$ cat src/rtl/gpu_frame_reader_pkg.sv
// Shared types for the GPU frame reader: FIFO entry layout, FSM states and default geometry.
package gpu_pkg;

  localparam logic [31:0] DEF_FRAME_BASE = 32'h0;
  localparam int          DEF_W_LOG2     = 8;
  localparam int          DEF_H_LOG2     = 8;
  // Largest supported W_LOG2 + H_LOG2; smaller frames zero-extend the index.
  localparam int          IDX_MAX_W      = DEF_W_LOG2 + DEF_H_LOG2;

  typedef struct packed {
    logic [7:0]           enc;
    logic [7:0]           dec;
    logic [IDX_MAX_W-1:0] idx;
  } pix_entry_t;

  typedef enum logic [1:0] {
    ST_IDLE  = 2'd0,
    ST_FETCH = 2'd1,
    ST_DRAIN = 2'd2
  } state_e;

endpackage

$ cat src/rtl/gpu_frame_reader_pix_fifo.sv
// Synchronous FIFO with occupancy count and flush; head is read straight from storage.
// Flush wins over push/pop; a push into a full FIFO is only accepted alongside a pop.
module pix_fifo #(
  parameter type T     = logic [7:0],
  parameter int  DEPTH = 8
) (
  input  logic                         clk,
  input  logic                         rst_n,
  input  logic                         flush,
  input  logic                         push,
  input  T                             push_dat,
  input  logic                         pop,
  output T                             head_dat,
  output logic [$clog2(DEPTH+1)-1:0]   count
);

  localparam int PTR_W = $clog2(DEPTH);
  localparam int CNT_W = $clog2(DEPTH+1);

  T                 mem_q [DEPTH];
  logic [PTR_W-1:0] wr_q, rd_q;
  logic [CNT_W-1:0] cnt_q;
  logic             do_push, do_pop;

  assign do_pop   = pop && !flush && (cnt_q != '0);
  assign do_push  = push && !flush && ((cnt_q != CNT_W'(DEPTH)) || do_pop);
  assign head_dat = mem_q[rd_q];
  assign count    = cnt_q;

  always_ff @(posedge clk or negedge rst_n) begin
    if (!rst_n) begin
      wr_q  <= '0;
      rd_q  <= '0;
      cnt_q <= '0;
    end else if (flush) begin
      wr_q  <= '0;
      rd_q  <= '0;
      cnt_q <= '0;
    end else begin
      if (do_push) wr_q <= wr_q + PTR_W'(1);
      if (do_pop)  rd_q <= rd_q + PTR_W'(1);
      case ({do_push, do_pop})
        2'b10:   cnt_q <= cnt_q + CNT_W'(1);
        2'b01:   cnt_q <= cnt_q - CNT_W'(1);
        default: cnt_q <= cnt_q;
      endcase
    end
  end

  // Storage needs no reset: entries are only observed while count is non-zero.
  always_ff @(posedge clk) begin
    if (do_push) mem_q[wr_q] <= push_dat;
  end

endmodule

$ cat src/rtl/gpu_frame_reader.sv
// Back-pressured frame reader for the iomemory GPU port; first pixel valid 2 cycles after start.
// Reads issue only while FIFO entries plus the in-flight read stay below FIFO_DEPTH.
module gpu_frame_reader
  import gpu_pkg::*;
#(
  parameter int                ADDR_W     = 32,
  parameter logic [ADDR_W-1:0] FRAME_BASE = ADDR_W'(DEF_FRAME_BASE),
  parameter int                W_LOG2     = DEF_W_LOG2,
  parameter int                H_LOG2     = DEF_H_LOG2,
  parameter int                FIFO_DEPTH = 8
) (
  input  logic              clk,
  input  logic              rst_n,
  input  logic              start,
  input  logic              abort,
  output logic [ADDR_W-1:0] gpu_address,
  input  logic [7:0]        encrypted_gpu,
  input  logic [7:0]        decrypted_gpu,
  output logic              pix_valid,
  input  logic              pix_ready,
  output logic [7:0]        pix_enc,
  output logic [7:0]        pix_dec,
  output logic [W_LOG2-1:0] pix_x,
  output logic [H_LOG2-1:0] pix_y,
  output logic              pix_last,
  output logic              busy,
  output logic              frame_done
);

  localparam int               IDX_W    = W_LOG2 + H_LOG2;
  localparam int               CNT_W    = $clog2(FIFO_DEPTH+1);
  localparam logic [IDX_W-1:0] IDX_LAST = '1;
  localparam logic [CNT_W:0]   DEPTH_C  = (CNT_W+1)'(FIFO_DEPTH);

  state_e            state_q, state_d;
  logic [IDX_W-1:0]  idx_q, idx_d;
  logic [IDX_W-1:0]  infl_idx_q, infl_idx_d;
  logic              infl_q, infl_d;
  logic [ADDR_W-1:0] addr_q, addr_d;
  logic              done_q, done_d;

  logic [CNT_W-1:0]  fifo_cnt;
  logic              fifo_vld, pop, issue, head_last;
  pix_entry_t        push_ent, head;

  assign fifo_vld  = (fifo_cnt != '0);
  assign pop       = fifo_vld && pix_ready;
  assign head_last = fifo_vld && (head.idx == IDX_MAX_W'(IDX_LAST));
  // Credit check counts the read still in flight so its data always has a slot.
  assign issue     = (state_q == ST_FETCH) && !abort &&
                     (({1'b0, fifo_cnt} + {{CNT_W{1'b0}}, infl_q}) < DEPTH_C);

  assign push_ent  = '{enc: encrypted_gpu, dec: decrypted_gpu, idx: IDX_MAX_W'(infl_idx_q)};

  pix_fifo #(
    .T     (pix_entry_t),
    .DEPTH (FIFO_DEPTH)
  ) u_fifo (
    .clk      (clk),
    .rst_n    (rst_n),
    .flush    (abort),
    .push     (infl_q),
    .push_dat (push_ent),
    .pop      (pop),
    .head_dat (head),
    .count    (fifo_cnt)
  );

  always_comb begin
    state_d    = state_q;
    idx_d      = idx_q;
    infl_d     = 1'b0;
    infl_idx_d = infl_idx_q;
    addr_d     = addr_q;
    done_d     = 1'b0;
    if (abort) begin
      state_d = ST_IDLE;
      idx_d   = '0;
      addr_d  = FRAME_BASE;
    end else begin
      case (state_q)
        ST_IDLE: begin
          if (start) begin
            state_d = ST_FETCH;
            idx_d   = '0;
            addr_d  = FRAME_BASE;
          end
        end
        ST_FETCH: begin
          if (issue) begin
            infl_d     = 1'b1;
            infl_idx_d = idx_q;
            if (idx_q == IDX_LAST) begin
              state_d = ST_DRAIN;
            end else begin
              idx_d  = idx_q + IDX_W'(1);
              addr_d = FRAME_BASE + ADDR_W'(idx_q + IDX_W'(1));
            end
          end
        end
        ST_DRAIN: begin
          // The last pixel is the final entry, so its handshake ends the frame.
          if (pop && head_last) begin
            state_d = ST_IDLE;
            idx_d   = '0;
            addr_d  = FRAME_BASE;
            done_d  = 1'b1;
          end
        end
        default: state_d = ST_IDLE;
      endcase
    end
  end

  always_ff @(posedge clk or negedge rst_n) begin
    if (!rst_n) begin
      state_q    <= ST_IDLE;
      idx_q      <= '0;
      infl_q     <= 1'b0;
      infl_idx_q <= '0;
      addr_q     <= FRAME_BASE;
      done_q     <= 1'b0;
    end else begin
      state_q    <= state_d;
      idx_q      <= idx_d;
      infl_q     <= infl_d;
      infl_idx_q <= infl_idx_d;
      addr_q     <= addr_d;
      done_q     <= done_d;
    end
  end

  assign gpu_address = addr_q;
  assign busy        = (state_q != ST_IDLE);
  assign frame_done  = done_q;
  assign pix_valid   = fifo_vld;
  assign pix_last    = head_last;
  assign pix_enc     = fifo_vld ? head.enc : 8'h00;
  assign pix_dec     = fifo_vld ? head.dec : 8'h00;
  assign pix_x       = fifo_vld ? head.idx[W_LOG2-1:0] : '0;
  assign pix_y       = fifo_vld ? head.idx[IDX_W-1:W_LOG2] : '0;

endmodule

$ cat config.mk
export PLATFORM = sky130hd
export DESIGN_NAME = gpu_frame_reader
export DESIGN_NICKNAME = d
export VERILOG_FILES = /design/src/rtl/gpu_frame_reader_pkg.sv /design/src/rtl/gpu_frame_reader_pix_fifo.sv /design/src/rtl/gpu_frame_reader.sv
export SDC_FILE = /design/constraint.sdc
export NUM_CORES = 1
export LEC_CHECK = 0
export ABC_AREA = 1
export CELL_PAD_IN_SITES_DETAIL_PLACEMENT = 0
export CELL_PAD_IN_SITES_GLOBAL_PLACEMENT = 1
export CORE_AREA = 4 4 233 235
export CTS_CLUSTER_DIAMETER = 40
export DETAILED_ROUTE_END_ITERATION = 7
export DIE_AREA = 0 0 237 239
export HOLD_SLACK_MARGIN = 0.1
export PLACE_DENSITY = 0.51
export SYNTH_ARGS = -nofsm -noshare
export SYNTH_HDL_FRONTEND = slang
export SYNTH_SLANG_ARGS = --single-unit
export TNS_END_PERCENT = 50
$ cat constraint.sdc
create_clock -name clk -period 7.02 [get_ports clk]
set_input_delay 2.106 -clock clk [delete_from_list [all_inputs] [get_ports clk]]
set_output_delay 2.106 -clock clk [all_outputs]
set_load 0.02 [all_outputs]
Yosys cells after proc, flatten, opt, wreduce, memory -nomap -nowiden
Memory sizes are Yosys's and may differ from the RTL's.
Cells that the tools add are included.
Storage, ports and cells
  latch bits: 0
  output and inout bits: 68
  register bits: 78
  memories kept: 1
  bits in read-only memories: 0
  bits in writable memories: 256
  bits of input ports: 21
  word-level logic and storage cells: 88
Memories
  u_fifo.mem_q: words 8, width 32, read ports 1, clocked after Yosys merged registers in 0, write ports 1, RTL line gpu_frame_reader_pix_fifo.sv:20  | T mem_q [DEPTH];
Cells by class
  divide/modulo/power cells: 0
  bitwise gates (word level): 1
  shift operators: 0
  multiplexer cells: 36
  multipliers: 0
  magnitude comparators: 1
  add/sub/neg operators: 7
  reductions and logical operators: 21
  eq/ne operators: 12
Operators by type and width (count)
  $mux W32: 5
  $pmux W32 S3: 1
  $mux W16: 5
  $pmux W16 S3: 1
  $eq A16 B16 Y1 const B: 2
  $mux W8: 4
  $add A16 B1 Y17 const B: 1
  $add A16 B1 Y16 const B: 1
  $mux W3: 4
  $ne A3 B3 Y1 const B: 4
  $mux W2: 5
  $logic_and A1 B1 Y1: 9
  $mux W1: 8
  $pmux W4 S2: 1
  $reduce_bool A4 Y1: 2
  $add A3 B1 Y3 const B: 2
  $pmux W2 S3: 1
  $reduce_bool A2 Y1: 3
  $add A4 B1 Y5: 1
  $lt A5 B4 Y1 const B: 1
  $reduce_and A5 Y1: 1
  $add A4 B1 Y4 const B: 1
  $eq A2 B1 Y1 const B: 2
  $eq A2 B2 Y1 const B: 2
  11 further kinds: 11

Depth between registers and ports, before layout
Gate-level depths: netlist of the first run.
  depth after elaboration: 9
  gate-level depth with buffers: 16
  gate-level depth less buffers: 14

Cells and area by module
From an unflattened synthesis of the first run, not the netlist that was laid out.
Second synthesis, totals
  cell total of the unflattened synthesis: 1235
  area, all modules: 13201.4 µm²
By module, submodules not included
  pix_fifo: sequential area each 7937.6 µm², times used 1, area an instance 10794.1 µm², cells an instance 881
  gpu_frame_reader: sequential area each 925.9 µm², times used 1, area an instance 2407.3 µm², cells an instance 354

Worst setup path after synthesis of the first run
OpenSTA, ideal clock, no wires.
  path type: input-to-reg
  start point: input abort
  end point: memory u_fifo.mem_q[0][0] (netlist name) (enable)
  required time: 6.599 ns
  slack: 2.610 ns
  buffers on the path: 1
  arrival: 3.989 ns
  library setup time: 0.421 ns
  cell stages on the path: 6
  cell sequence: buf_2 > nor2_1 > nand2_1 > inv_1 > nand2_1 > nor2_1
Between the ends
  longest elaborated chain between the ends: 7
  elaborated cells on any way between the ends: 8
  classes of those cells: 2 x mux; 6 x reduce/logical
Ends and longest elaborated chain
  from (decl): RTL line gpu_frame_reader.sv:15  | input logic abort,
  $logic_not A1 Y1 *: RTL line gpu_frame_reader_pix_fifo.sv:25, gpu_frame_reader_pix_fifo.sv:26
  $logic_and A1 B1 Y1 (2 in series): RTL line gpu_frame_reader_pix_fifo.sv:25  | assign do_pop = pop && !flush && (cnt_q != '0);
  $logic_or A1 B1 Y1: RTL line gpu_frame_reader_pix_fifo.sv:26  | assign do_push = push && !flush && ((cnt_q != CNT_W'(DEPTH)) || do_pop);
  $logic_and A1 B1 Y1 *: RTL line gpu_frame_reader_pix_fifo.sv:26
  $mux W1 *: RTL line gpu_frame_reader_pix_fifo.sv:52  | if (do_push) mem_q[wr_q] <= push_dat;
  $mux W1 (implied by the code) *: RTL line gpu_frame_reader_pix_fifo.sv:52
  to (decl): RTL line gpu_frame_reader_pix_fifo.sv:20
Mark *: on every way between the ends. The rest lies on a longest branch, timed or not.

Worst setup path after layout of the first run
  start point: register u_fifo.rd_q[0]
  end point: output pix_last
Between the ends
  longest elaborated chain between the ends: 3
Ends and longest elaborated chain
  from (decl): RTL line gpu_frame_reader_pix_fifo.sv:21  | logic [PTR_W-1:0] wr_q, rd_q;
  from (signal assigned): RTL line gpu_frame_reader_pix_fifo.sv:41  | if (do_pop) rd_q <= rd_q + PTR_W'(1);
  $mem_v2 Z8 W32
  $eq A16 B16 Y1: RTL line gpu_frame_reader.sv:48  | assign head_last = fifo_vld && (head.idx == IDX_MAX_W'(IDX_LAST));
  $logic_and A1 B1 Y1: RTL line gpu_frame_reader.sv:48
  to (decl): RTL line gpu_frame_reader.sv:25  | output logic pix_last,
Every way passes these cells.

==> metrics, run 1 <==
status=complete, no violations; top-area cell type share of the netlist area=59.25%; R2R setup slack=3450 ps; Root Driver=clkbuf_16; Peak VDD IR=184.0 uV; Die Width=237 um; P&R area growth vs syn=23.28%; CTS tree=yes; WL/cell=17.69 um; met1 global-route usage=16.63%; endpoints failing hold=0; H-tree depth=2; worst min-delay path startpoint=state_q[0]; Syn. warnings=0; Core Region=52240 sq um; synthesized flop and latch total=303; post-detail-place hpwl=20230 um; cells along the critical path=buf_4 -> buf_4 -> nor2_1 -> nor2_1 -> o21ai_0 -> nand2_1 -> nand2_1 -> nand2_1 -> nand2_1 -> nor2_1 -> and3_1 -> clkdlybuf4s50_1; Routed Antenna Nets=0; Netlist cell types=40; Crit Path Max Fanout=85; GR Util met2=20.24%; Mapped Cells=1194; final period utilization=87.79%; CTS sink cnt=303; initial core utilization=24.84%; Most Used Layer, Global Route=met2; Overflow after GRT=0; CP endpoint kind=output pin; Slowest cell on crit path=buf_4; layout cells sized above 1=9.885%; first-pass GRT wire length=53680 um; PostCTS Resize Cnt=0; Slew HR=27.70%; vias in the first global route=8580; met3 Resource Use GR=2.042%; Synth area leader=edfxtp_1; Avg Inst Size Synth=10.87 sq um; max cap viols=0; Net count, final=1298; via count=8653; setup bufs post-CTS=0; actual slew at the worst max-slew pin=1085 ps; post-synthesis mux area share=0%; Final Wtd Congestion=0.7401; clock buffer depth=3; Hold-fix buffers, CTS=0; Detailed Route WL=35280 um; Final min period=6163 ps; Worst-path clk slew=50 ps; CTS Buf Count=45; Worst setup SP type=flip-flop; simple-gate share of the synthesized area=16.41%; 1st-pass router iterations=5; final setup violation count=0; PnR Total Power=5.954 mW; largest net degree at the start of global routing=86; mapped cell area=12970 sq um; worst-skew pair later-pin latency=550 ps; antenna violations before repair=0; row cnt=84; CP startpoint=u_fifo.rd_q[0]; worst stage delay on the critical path=830 ps; gr usage total=12.22%; largest family of logic cells by synthesized area=simple AND/OR/NAND/NOR gates; Layout Skew=16.21 ps; initial drt markers=420; RR Startpoint=u_fifo.rd_q[0]; die height=239 um; crit-path most repeated cell=nand2_1; die area=56640 sq um; Buffers on Ports=73; Pwr Density=372.2 nW/um^2; Pins Over Slew Limit=0; kind of critical path=flip-flop to output pin; Fmax=162.3 MHz; synth top area cells=edfxtp_1, dfrtp_1, nand2_1; Arrival @ worst endpoint=4060 ps; setup TNS=0 ps; Critical Path RT=4910 ps; boundary pin count=89; Worst Hold Class=flip-flop to flip-flop; Remaining DRCs=0; post-synthesis xor/xnor area fraction=0.2700%; Leak=5.932 nW; RSZ-0062 raised after global routing=no; Via density=4.340; post-synthesis compound-gate area fraction=8.351%; post-synthesis sequential area ratio=68.31%; Adder-Cell Fraction of Synth Area=0.6365%
cells in the mapped netlist (all sizes together):
cell type,instances
nand3,61
nor3,6
o21a,1
dfrtp,47
a22o,1
nand2,230
or2,4
nor4,3
fa,1
conb,1
xor2,3
a21o,1
ha,5
edfxtp,256
o22ai,17
a21oi,8
xnor2,1
nor2,185
and3,1
nand3b,1
a31oi,18
o211ai,2
clkbuf,33
a21boi,1
buf,43
nand4,24
o21ai,144
inv,94
a41oi,1
clkinv,1
worst max-delay path, delay by kind of cell (launching register included):
kind            cells  cell delay [ps]
simple gates        8             1000
compound gates      1               90
flops               1              400
buf+inv             3             1940
final timing paths:
| kind | to | depth (start not counted) |
|---|---|---|
| max | pix_last | 12 |
| min | frame_done | 1 |
| max reg2reg | idx_q[6] | 15 |
| min reg2reg | frame_done | 1 |
| max in group asynchronous | u_fifo.rd_q[0] | 2 |
| min in group asynchronous | idx_q[11] | 2 |
layout by cell type (no fill, tap or decap), types with 4 or more instances in the layout:
| master | instances |
|---|---|
| clkinv_2 | 5 |
| bufinv_16 | 8 |
| clkinv_1 | 4 |
| ha_1 | 5 |
| o21ai_0 | 127 |
| clkdlybuf4s50_1 | 72 |
| o22ai_1 | 17 |
| o21ai_1 | 4 |
| conb_1 | 15 |
| edfxtp_1 | 256 |
| clkbuf_1 | 7 |
| clkbuf_16 | 46 |
| clkinvlp_4 | 5 |
| nor3_1 | 6 |
| nand4_1 | 23 |
| nor2_2 | 4 |
| or2_2 | 4 |
| a21oi_1 | 8 |
| buf_4 | 19 |
| nand3_1 | 61 |
| dfrtp_1 | 45 |
| nor2_1 | 173 |
| a31oi_1 | 18 |
| o21ai_2 | 13 |
| nand2_1 | 227 |
| nor2_4 | 8 |
| inv_1 | 91 |
metal layers:
metal | vias up | share of wire [%]
met5 | - | 0
met4 | 0 | 2.1
met3 | 48 | 3.3
met2 | 135 | 47
met1 | 4232 | 47
li1 | 4238 | -
per-stage QoR:
stage	area, sq um	utilization, %	hold WS, ps	instances	worst slack (ps)
final	16000	30.62	534.1	1994	857.0
after global routing	15990	30.62	554.8	1993	544.0
after CTS	15990	30.62	524.7	1993	782.7
after detailed placement	14400	27.58	512.6	1912	1392
after global placement	14400	27.58	522.3	1912	1368
after floorplan	13030	-	471.2	1208	2610
logic make-up (layout without fill, tap and decap cells):
| logic type | after synthesis | count (layout) |
|---|---|---|
| simple gates | 515 | 515 |
| buf+inv | 171 | 268 |
| other cells | 1 | 16 |
| xor+xnor | 4 | 4 |
| compound gates | 194 | 194 |
| flops | 303 | 303 |
| fa+ha+maj | 6 | 6 |
cell type report:
type                    count  area, sq um
fillers                  5297        36240
flip-flops and latches    303         8869
multi-input cells         734         3447
clock buffers              56         1219
repair buffers             92        868.3
well taps                 688        860.8
clock inverters            25        370.4
inverters                  95        359.1
diodes                      1        2.502
registers in the layout, indices dropped and copies added, names as in the netlist:
| signal | flops |
|---|---|
| state_q | 2 |
| infl_idx_q | 16 |
| u_fifo.count | 4 |
| frame_done | 1 |
| infl_q | 1 |
| gpu_address | 2 |
| u_fifo.rd_q | 3 |
| u_fifo.wr_q | 3 |
| idx_q | 15 |
| u_fifo.mem_q | 256 |
report_power, final:
group | total [mW] | internal, mW | switching [mW]
sequential | 2.05 | 2.00 | 0.0433
combinational | 1.56 | 0.517 | 1.05
clock | 2.34 | 1.53 | 0.814
No activity file was read; power rests on OpenSTA's default activity.
==> inputs of run 2 (changes only) <==
--- a/config.mk
+++ b/config.mk
@@ -9,6 +9,7 @@
 export CELL_PAD_IN_SITES_DETAIL_PLACEMENT = 0
 export CELL_PAD_IN_SITES_GLOBAL_PLACEMENT = 1
 export CORE_AREA = 4 4 233 235
+export CTS_BUF_LIST = sky130_fd_sc_hd__clkbuf_4
 export CTS_CLUSTER_DIAMETER = 40
 export DETAILED_ROUTE_END_ITERATION = 7
 export DIE_AREA = 0 0 237 239
==> run 2 against run 1 <==
Sequential cell count unchanged. Sequential share of layout area rose by 1.7 points. Register-to-register slack is essentially flat. Sequential power about the same. Wire length up 0.82%. Via count up 2.7%. Critical path type unchanged. Largest power group is now registers. Highest routed layer unchanged.
==> metrics, run 2 (synthesis results as in run 1) <==
status=complete, no violations; CP endpoint kind=output pin; actual slew at the worst max-slew pin=1081 ps; CTS sink cnt=303; Final min period=6338 ps; die height=239 um; CTS tree=yes; Slew HR=27.92%; FF-to-FF End=idx_q[6]; via count=8883; Worst Hold Class=flip-flop to flip-flop; Sequential Power Share=39.0%; most common cell after layout, fill and taps aside=edfxtp_1; CTS Buf Count=81; Via density=4.316; antenna violations before repair=1; largest registers=u_fifo.mem_q (256), infl_idx_q (16), idx_q (15); Routed Antenna Nets=0; kind of critical path=flip-flop to output pin; Reg2Reg Depth=15; final period utilization=90.29%; RR Startpoint=u_fifo.rd_q[0]; Peak VDD IR=162.3 uV; PnR Total Power=5.242 mW; Top reg by flops=u_fifo.mem_q; Core Region=52240 sq um; PostCTS Resize Cnt=0; max cap viols=0; post-detail-place hpwl=20230 um; Logic pwr share=29.7%; layout cells sized above 1=14.11%; WL/cell=17.28 um; Critical Path RT=4910 ps; Worst-path clk slew=70 ps; Final Wtd Congestion=0.7401; setup TNS=0 ps; R2R setup slack=3460 ps; 1st-pass router iterations=5; Pwr Density=338.0 nW/um^2; row cnt=84; Switch Pwr=1.814 mW; boundary pin count=89; gr usage total=12.46%; max reg flops=256; largest net degree at the start of global routing=86; Worst setup SP type=flip-flop; Remaining DRCs=0; Die Width=237 um; Arrival @ worst endpoint=4230 ps; RSZ-0062 raised after global routing=no; area of the multi-input gates=3447 sq um; final setup violation count=0; Layout Skew=50.26 ps; vias in the first global route=8902; clock buffer depth=3; Buffers on Ports=73; Reg area=8869 sq um; CP startpoint=u_fifo.rd_q[0]; Critical Path End=pix_last; Fillers=5402; Leak=5.822 nW; Internal=3.428 mW; Hold-fix buffers, CTS=0; P&R area growth vs syn=19.52%; setup bufs post-CTS=0; H-tree depth=3; commonest non-fill, non-tap cells in the layout=edfxtp_1, nand2_1, nor2_1; initial drt markers=460; first-pass GRT wire length=54210 um; Pins Over Slew Limit=0; Crit Path Max Fanout=85; Detailed Route WL=35570 um; Root Driver=clkbuf_4; worst-skew pair later-pin latency=770 ps; initial core utilization=24.84%; endpoints failing hold=0; Overflow after GRT=0; Net count, final=1334; clock power share=31.3%; switching share of power=34.60%; Fmax=157.8 MHz; die area=56640 sq um
## run 2: stage by stage
step	hold WS (ps)	utilization, %	setup WS [ps]	instances	area, sq um
finish	530.3	29.69	681.6	2058	15510
global route	557.7	29.69	285.5	2058	15510
global placement	522.3	27.58	1368	1912	14400
detailed placement	512.6	27.58	1392	1912	14400
floorplan	471.2	-	2610	1208	13030
CTS	527.2	29.68	536.1	2056	15500
## run 2: worst min-delay path by stage
stage | to | cells past startpoint | startpoint | slack, ps
floorplan | frame_done | 1 | state_q[0] | 470
global placement | frame_done | 1 | state_q[0] | 520
detailed placement | frame_done | 1 | state_q[0] | 510
CTS | frame_done | 1 | state_q[0] | 530
global route | frame_done | 1 | state_q[0] | 560
finish | frame_done | 1 | state_q[0] | 530
## run 2: per-layer routing
layer / up-vias / wire length, um / GRT usage [%]
met3: 47 / 1568 / 2.642
met4: 0 / 592 / 4.299
li1: 4358 / - / -
met5: - / 0 / 0
met1: 4273 / 16420 / 16.36
met2: 205 / 16990 / 20.53
## run 2: layout make-up
type	instances	area share [%]
antenna	2	0.03227
timing repair buffer	92	5.599
inverter	95	2.316
tap	688	5.551
multi-input combinational	734	22.23
clock buffer	123	5.954
clock inverter	21	1.130
sequential	303	57.19
## run 2: power groups by stage
| stage | logic [mW] | registers, mW | clock network (mW) |
|---|---|---|---|
| global route | 1.73 | 2.05 | 1.81 |
| detailed placement | 1.61 | 2.08 | 0 |
| global placement | 1.61 | 2.08 | 0 |
| floorplan | 0.964 | 2.07 | 0 |
| CTS | 1.61 | 2.04 | 1.71 |
| finish | 1.56 | 2.04 | 1.64 |
## run 2: worst max-delay path, cell delays in order (launching register included)
cell             delay [ps]
dfrtp_4                 410
buf_4                   460
buf_4                   830
nor2_1                  120
nor2_1                  110
o21ai_0                 100
nand2_1                  80
nand2_1                  60
nand2_1                 100
nand2_1                  50
nor2_1                  170
and3_1                  270
clkdlybuf4s50_1         650
==> inputs of run 3 (changes only) <==
--- a/config.mk
+++ b/config.mk
@@ -8,13 +8,14 @@
 export ABC_AREA = 1
 export CELL_PAD_IN_SITES_DETAIL_PLACEMENT = 0
 export CELL_PAD_IN_SITES_GLOBAL_PLACEMENT = 1
-export CORE_AREA = 4 4 233 235
+export CORE_AREA = 8 8 187 189
 export CTS_BUF_LIST = sky130_fd_sc_hd__clkbuf_4
 export CTS_CLUSTER_DIAMETER = 40
 export DETAILED_ROUTE_END_ITERATION = 7
-export DIE_AREA = 0 0 237 239
+export DIE_AREA = 0 0 195 197
+export GPL_TIMING_DRIVEN = 0
 export HOLD_SLACK_MARGIN = 0.1
-export PLACE_DENSITY = 0.51
+export PLACE_DENSITY = 0.74
 export SYNTH_ARGS = -nofsm -noshare
 export SYNTH_HDL_FRONTEND = slang
 export SYNTH_SLANG_ARGS = --single-unit
==> run 3 against run 2 <==
First-iteration DRC count is 45% higher. Die area is 32% lower. Sequential power hardly changed. Utilization increased by 19 points. Critical path type unchanged. Largest power group unchanged.
==> metrics, run 3 (synthesis results as in run 1) <==
status=complete, no violations; Worst setup SP type=flip-flop; endpoints failing hold=0; actual slew at the worst max-slew pin=788.2 ps; kind of critical path=flip-flop to output pin; Core Region=32040 sq um; Detailed Route WL=34460 um; largest net degree at the start of global routing=34; boundary pin count=89; gr usage total=17.88%; Overflow after GRT=0; CTS sink cnt=303; clock buffer depth=3; die area=38420 sq um; Die Width=195 um; PnR Total Power=5.161 mW; max cap viols=0; max reg flops=256; Peak VDD IR=181.6 uV; Final Wtd Congestion=0.8633; dpl ws=1695 ps; Net count, final=1393; Hold-fix buffers, CTS=0; final period utilization=85.46%; Top reg by flops=u_fifo.mem_q; Pins Over Slew Limit=0; Fmax=166.7 MHz; Buffers on Ports=72; worst stage delay on the critical path=660 ps; post-detail-place hpwl=22520 um; antenna violations before repair=1; Fillers=2891; P&R area growth vs syn=19.05%; Worst-path clk slew=70 ps; H-tree depth=3; Final min period=5999 ps; most common cell after layout, fill and taps aside=edfxtp_1; worst-skew pair later-pin latency=710 ps; Slowest cell on crit path=clkdlybuf4s50_1; Routed Antenna Nets=0; Cells after DPL=1697; PostCTS Resize Cnt=0; Layout Skew=54.20 ps; Pwr Density=334.1 nW/um^2; WL/cell=18.89 um; Via density=5.098; Layout Cells excl Fill=1824; Arrival @ worst endpoint=3890 ps; via count=9299; Worst Hold Class=flip-flop to flip-flop; vias in the first global route=9281; Leak=5.943 nW; Crit Path Max Fanout=10; setup bufs post-CTS=0; commonest non-fill, non-tap cells in the layout=edfxtp_1, nand2_1, nor2_1; initial drt markers=666; Critical Path RT=4910 ps; Setup WS post-layout=1021 ps; RSZ-0062 raised after global routing=no; Top delay family on crit path=buffers and inverters; Hold Slack=527.8 ps; layout cells sized above 1=13.50%; Bufs and invs on worst path=6; cells along the critical path=inv_2 -> buf_6 -> buf_2 -> clkbuf_1 -> clkbuf_1 -> nor2_1 -> o22ai_1 -> o21ai_0 -> a31oi_1 -> clkdlybuf4s50_1; Root Driver=clkbuf_4; final setup violation count=0; Slew HR=46.97%; CTS tree=yes; CP endpoint kind=output pin; initial core utilization=40.50%; Remaining DRCs=0; CTS Buf Count=75; setup TNS=0 ps; 1st-pass router iterations=5; crit-path most repeated cell=clkbuf_1; die height=197 um; first-pass GRT wire length=53200 um; row cnt=66; largest registers=u_fifo.mem_q (256), infl_idx_q (16), idx_q (15)
-- run 3: cell count changes in the layout (fill, tap and decap cells not counted), moves of 6 or more --
cell,previous run,this run
clkbuf_1,0,33
clkbuf_4,123,96
buf_6,0,6
buf_2,1,18
buf_12,0,7
clkinv_1,10,21
-- run 3: power breakdown --
group / switching (mW) / leakage (nW) / internal, mW / total (mW)
logic: 1.10 / 2.48 / 0.575 / 1.67
clock network: 0.685 / 0.542 / 0.756 / 1.44
registers: 0.0462 / 2.93 / 2.00 / 2.05
total: 1.83 / 5.94 / 3.33 / 5.16
-- run 3: final timing paths --
path,start,endpoint,slack [ps],cells past startpoint
max in group asynchronous,rst_n,u_fifo.rd_q[2],5160,2
worst min-delay path,state_q[0],frame_done,530,1
min in group asynchronous,rst_n,infl_idx_q[2],1330,1
worst max register to register,u_fifo.count[1],u_fifo.mem_q[4][8],4120,10
worst min register to register,state_q[0],frame_done,530,1
worst max-delay path,u_fifo.rd_q[0],pix_dec[3],1020,10
-- run 3: per-stage QoR --
stage	area (sq um)	utilization, %
after floorplan	13030	-
after global placement	14260	44.50
after detailed placement	14510	45.28
after CTS	15440	48.20
after global routing	15450	48.21
final	15450	48.21
-- run 3: cell type report --
| cell class | instances | area, sq um | share of cell area [%] |
|---|---|---|---|
| Inverter | 95 | 357.8 | 2.317 |
| Timing Repair Buffer | 81 | 910.9 | 5.897 |
| Buffer | 76 | 419.2 | 2.714 |
| Clock buffer | 96 | 720.7 | 4.666 |
| Clock inverter | 30 | 214.0 | 1.385 |
| Multi-Input combinational cell | 734 | 3447 | 22.32 |
| Sequential cell | 303 | 8864 | 57.38 |
| Antenna cell | 1 | 2.502 | 0.01620 |
| Tap cell | 408 | 510.5 | 3.305 |
-- run 3: per-layer routing --
metal,GRT usage (%),wire [um]
met1,23.77,15100
met2,28.09,15790
met3,4.418,2752
met4,6.822,818
met5,0,0
